==> config.mk <==
export PLATFORM = sky130hd
export DESIGN_NAME = regfile_wb_arbiter
export DESIGN_NICKNAME = d
export VERILOG_FILES = /design/src/rtl/regfile_wb_arbiter.sv
export SDC_FILE = /design/constraint.sdc
export NUM_CORES = 1
export LEC_CHECK = 0
export BUFFER_PORTS_ARGS = -buffer_cell sky130_fd_sc_hd__buf_2
export CAP_MARGIN = 20
export CORE_AREA = 5 5 153 111
export DETAILED_ROUTE_END_ITERATION = 10
export DIE_AREA = 0 0 158 116
export GPL_TIMING_DRIVEN = 0
export PLACE_DENSITY = 0.71
export SLEW_MARGIN = 40
export SYNTH_ARGS = -nofsm -noshare
export SYNTH_HDL_FRONTEND = slang
export SYNTH_SLANG_ARGS = --single-unit
export TNS_END_PERCENT = 50
==> constraint.sdc <==
create_clock -name clk -period 4.1 [get_ports clk]
set_input_delay 0.41 -clock clk [delete_from_list [all_inputs] [get_ports clk]]
set_output_delay 0.41 -clock clk [all_outputs]
set_load 0.02 [all_outputs]
==> src/rtl/regfile_wb_arbiter.sv <==
// regfile_wb_arbiter: round-robin merge of two buffered writeback streams onto one registered RF write port
module regfile_wb_fifo #(
  parameter int DEPTH = 2,
  parameter int W = 37
) (
  input  logic         clk,
  input  logic         rst_n,
  input  logic         push,
  input  logic         pop,
  input  logic [W-1:0] din,
  output logic [W-1:0] dout,
  output logic         full,
  output logic         empty
);
  localparam int AW = $clog2(DEPTH);
  logic [W-1:0] mem [DEPTH];
  logic [AW-1:0] wp, rp;
  logic [AW:0] cnt;
  assign full = cnt == (AW+1)'(DEPTH);
  assign empty = cnt == '0;
  assign dout = mem[rp];
  always_ff @(posedge clk)
    if (push) mem[wp] <= din;
  always_ff @(posedge clk or negedge rst_n)
    if (!rst_n) begin
      wp <= '0;
      rp <= '0;
      cnt <= '0;
    end else begin
      if (push) wp <= wp + AW'(1);
      if (pop) rp <= rp + AW'(1);
      cnt <= cnt + (AW+1)'(push) - (AW+1)'(pop);
    end
endmodule

module regfile_wb_arbiter #(
  parameter int DEPTH = 2,
  parameter int DATA_W = 32
) (
  input  logic              clk,
  input  logic              rst_n,
  input  logic              a_valid,
  output logic              a_ready,
  input  logic [4:0]        a_rd,
  input  logic [DATA_W-1:0] a_data,
  input  logic              b_valid,
  output logic              b_ready,
  input  logic [4:0]        b_rd,
  input  logic [DATA_W-1:0] b_data,
  output logic              write_enable,
  output logic [4:0]        write_reg,
  output logic [DATA_W-1:0] write_data,
  output logic              grant_b,
  output logic              idle
);
  localparam int W = DATA_W + 5;
  logic a_full, a_empty, b_full, b_empty, last_b, sel_b, pop_a, pop_b;
  logic [W-1:0] a_head, b_head;
  assign a_ready = !a_full;
  assign b_ready = !b_full;
  // writes to r0 complete the handshake but are dropped here
  regfile_wb_fifo #(.DEPTH(DEPTH), .W(W)) u_fa (
    .clk(clk), .rst_n(rst_n), .push(a_valid && a_ready && a_rd != 5'd0), .pop(pop_a),
    .din({a_rd, a_data}), .dout(a_head), .full(a_full), .empty(a_empty)
  );
  regfile_wb_fifo #(.DEPTH(DEPTH), .W(W)) u_fb (
    .clk(clk), .rst_n(rst_n), .push(b_valid && b_ready && b_rd != 5'd0), .pop(pop_b),
    .din({b_rd, b_data}), .dout(b_head), .full(b_full), .empty(b_empty)
  );
  assign sel_b = !b_empty && (a_empty || !last_b);
  assign pop_a = !a_empty && !sel_b;
  assign pop_b = sel_b;
  assign idle = a_empty && b_empty && !write_enable;
  always_ff @(posedge clk or negedge rst_n)
    if (!rst_n) begin
      write_enable <= 1'b0;
      write_reg <= '0;
      write_data <= '0;
      grant_b <= 1'b0;
      last_b <= 1'b1;
    end else begin
      write_enable <= pop_a || pop_b;
      if (pop_a || pop_b) begin
        {write_reg, write_data} <= sel_b ? b_head : a_head;
        grant_b <= sel_b;
        last_b <= sel_b;
      end
    end
endmodule

==> impl_metrics.json <==
{
  "status": "finished clean",
  "dieArea_um2": 18330,
  "reg2reg_depth": 8,
  "antenna_found_initial": 0,
  "numCtsBuffers": 17,
  "slew_headroom": 0.4860,
  "cp_cell_sequence": "or4_1, clkbuf_1, buf_6, buf_6, nor2_1, buf_2",
  "ctsResizeCount": 0,
  "path_max_fanout": 10,
  "clk_pin_slew_ns": 0.06,
  "worst_ir_drop_vdd_v": 0.0004866,
  "regToRegEndpoint": "u_fa.cnt[1]$_DFF_PN0_",
  "die_h_um": 116,
  "syn_area_um2": 7538,
  "ys_types": 26,
  "hold_viol": 0,
  "dr.first_iter.drc_count": 298,
  "synth_seq_cells": 196,
  "clock_latency_ns": 0.42,
  "p_leak_nw": 3.676,
  "routedWlPerCell_um": 20.06,
  "p_per_area_nw_per_um2": 809.5,
  "cp_slowest_cell": "or4_1",
  "fin_hold_ws_ns": 0.01338,
  "critPathRequiredTime_ns": 3.69,
  "crit_family": "buffers and inverters",
  "crit_path_end_kind": "output port",
  "min_path_type": "input pin to asynchronous set/reset pin",
  "final-setup-viol-count": 0,
  "rsz0062_at_grt": "no",
  "final-max-slew-violation-count": 0,
  "syn-num-nets": 529,
  "routabilityCongestion": 0.7539,
  "via_per_inst": 5.403,
  "core_area_um2": 15260,
  "io_buffers": 119,
  "die_x_um": 158,
  "final_cell_mix": "edfxtp_1 (148), buf_2 (127), mux2i_1 (74), dfrtp_1 (47)",
  "critical_path_buf_inv_count": 4,
  "ioPinCount": 120,
  "layout-drive-gt1-share": 0.2982,
  "r2r-start": "u_fa.cnt[1]$_DFF_PN0_",
  "clock_tree.root_cell": "clkbuf_16",
  "post_cts_buffers": 0,
  "crit_path_start_kind": "flip-flop",
  "tritoncts": "built",
  "period_needed_ns": 2.503,
  "area_growth_pct": 21.79,
  "start_util": 0.4939,
  "grt_pass1_wl_mm": 24.71,
  "ys_warn_count": 0,
  "clock-skew-final_ns": 0.005298,
  "n_antenna_cell": 0,
  "path_common_cell": "buf_6",
  "final_common_cell": "edfxtp_1",
  "grt_max_degree": 49,
  "avgSynthCellArea_um2": 16.86,
  "fin_util": 0.6016,
  "cts.path.max_buffers": 2,
  "ctsHoldBuffers": 0,
  "clkSinkCount": 196,
  "firstDrtPassIters": 4,
  "tns_ns": 0,
  "fin_crit_sh": 0.6104,
  "vias": 4360,
  "reg_top3": "u_fa.mem (74), u_fb.mem (74), write_data (32)",
  "grt_pass1_vias": 4493,
  "syn_inst": 447,
  "nNetsFinal": 677,
  "yosysSeqAreaShare": 0.7490,
  "htree_levels": 4,
  "post-route-drc-count": 0,
  "max_cap_viol_count": 0,
  "max_stage_delay_ns": 0.53,
  "worst_slew_pin_slew_ns": 0.7676,
  "ant_nets": 0,
  "wirelength_mm": 16.19,
  "clock.fmax_mhz": 399.6,
  "gr-total-overflow": 0,
  "crit_type": "flip-flop to output port",
  "reg2reg_slack_ns": 1.69,
  "track_usage": 0.1826,
  "rows": 38,
  "dp_hpwl_mm": 11.39,
  "cp_data_arrival_time_ns": 2.09
}
==> stage by stage <==
stage	power, mW	worst slack (ns)	cell area [µm²]	instances
after floorplan	4.888	1.240	7538	447
after global placement	5.641	-0.1212	8384	766
after detailed placement	5.881	1.400	8617	776
after CTS	7.497	1.573	9180	807
after global routing	7.852	1.474	9181	807
final	7.433	1.597	9181	807
==> where the power goes <==
| group | leakage, nW | switching [mW] | internal, mW |
|---|---|---|---|
| clock network | 0.269 | 0.661 | 0.956 |
| logic | 1.49 | 1.62 | 1.16 |
| registers | 1.92 | 0.240 | 2.80 |
==> worst reg2reg max path, cell delays in order, from the launching register on <==
cell and delay, ns:
dfrtp_1 0.43, o21ai_0 0.44, clkbuf_1 0.44, a21oi_1 0.20, ha_1 0.32, inv_1 0.04
ha_1 0.18, xnor2_1 0.17, xnor2_1 0.13
==> Yosys cell counts, drive strengths merged <==
master	number	share of area
nor2	6	0.0030
nand3	37	0.025
xnor2	6	0.0070
inv	4	0.0020
or4	3	0.0030
clkbuf	16	0.0080
a21oi	1	0.00066
nand2	37	0.018
xor2	2	0.0023
and2	1	0.00083
dfstp	1	0.0035
o21ai	1	0.00066
o221a	37	0.055
edfxtp	148	0.59
o211ai	2	0.0020
nand2b	2	0.0017
a21o	1	0.0010
buf	15	0.014
ha	4	0.0066
mux2i	74	0.098
or2	1	0.00083
dfrtp	47	0.16
o21a	1	0.0010
==> area by class of cell <==
class | instances | area, µm²
Fill cell | 1184 | 6081
Sequential cell | 196 | 5647
Multi-Input combinational cell | 216 | 1742
Timing Repair Buffer | 129 | 798.3
Clock buffer | 25 | 455.4
Tap cell | 200 | 250.2
Buffer | 31 | 166.4
Clock inverter | 6 | 107.6
Inverter | 4 | 15.01
==> cell families after synthesis <==
kind of cell             Yosys count  synth area share
AND/OR/NAND/NOR                   87           0.05228
XOR/XNOR                           8          0.009295
AO/OA/AOI/OAI                     43           0.06058
adder cells (fa/ha/maj)            4          0.006639
buffers and inverters             35           0.02390
flip-flops                       196            0.7490
multiplexers                      74           0.09826
==> how the worst max path moves through the flow <==
stage                                startpoint                         to  slack (ns)  cells after the start
after floorplan           u_fa.cnt[0]$_DFF_PN0_   u_fa.mem[0][0]$_DFFE_PP_        1.24                      3
after global placement                  a_rd[4]  u_fa.mem[1][20]$_DFFE_PP_       -0.12                      4
after detailed placement                a_rd[0]  u_fa.mem[1][22]$_DFFE_PP_        1.40                      7
after CTS                 u_fa.cnt[1]$_DFF_PN0_                       idle        1.57                      6
after global routing      u_fa.cnt[1]$_DFF_PN0_                       idle        1.47                      6
final                     u_fa.cnt[1]$_DFF_PN0_                       idle        1.60                      6
==> per-layer routing <==
| layer | GRT usage | share of wire | vias up |
|---|---|---|---|
| met5 | 0 | 0 | - |
| li1 | - | - | 2024 |
| met1 | 0.2524 | 0.46 | 2173 |
| met3 | 0.05450 | 0.069 | 13 |
| met4 | 0.04659 | 0.0085 | 0 |
| met2 | 0.2884 | 0.46 | 150 |
(Power assumes the default switching activity.)
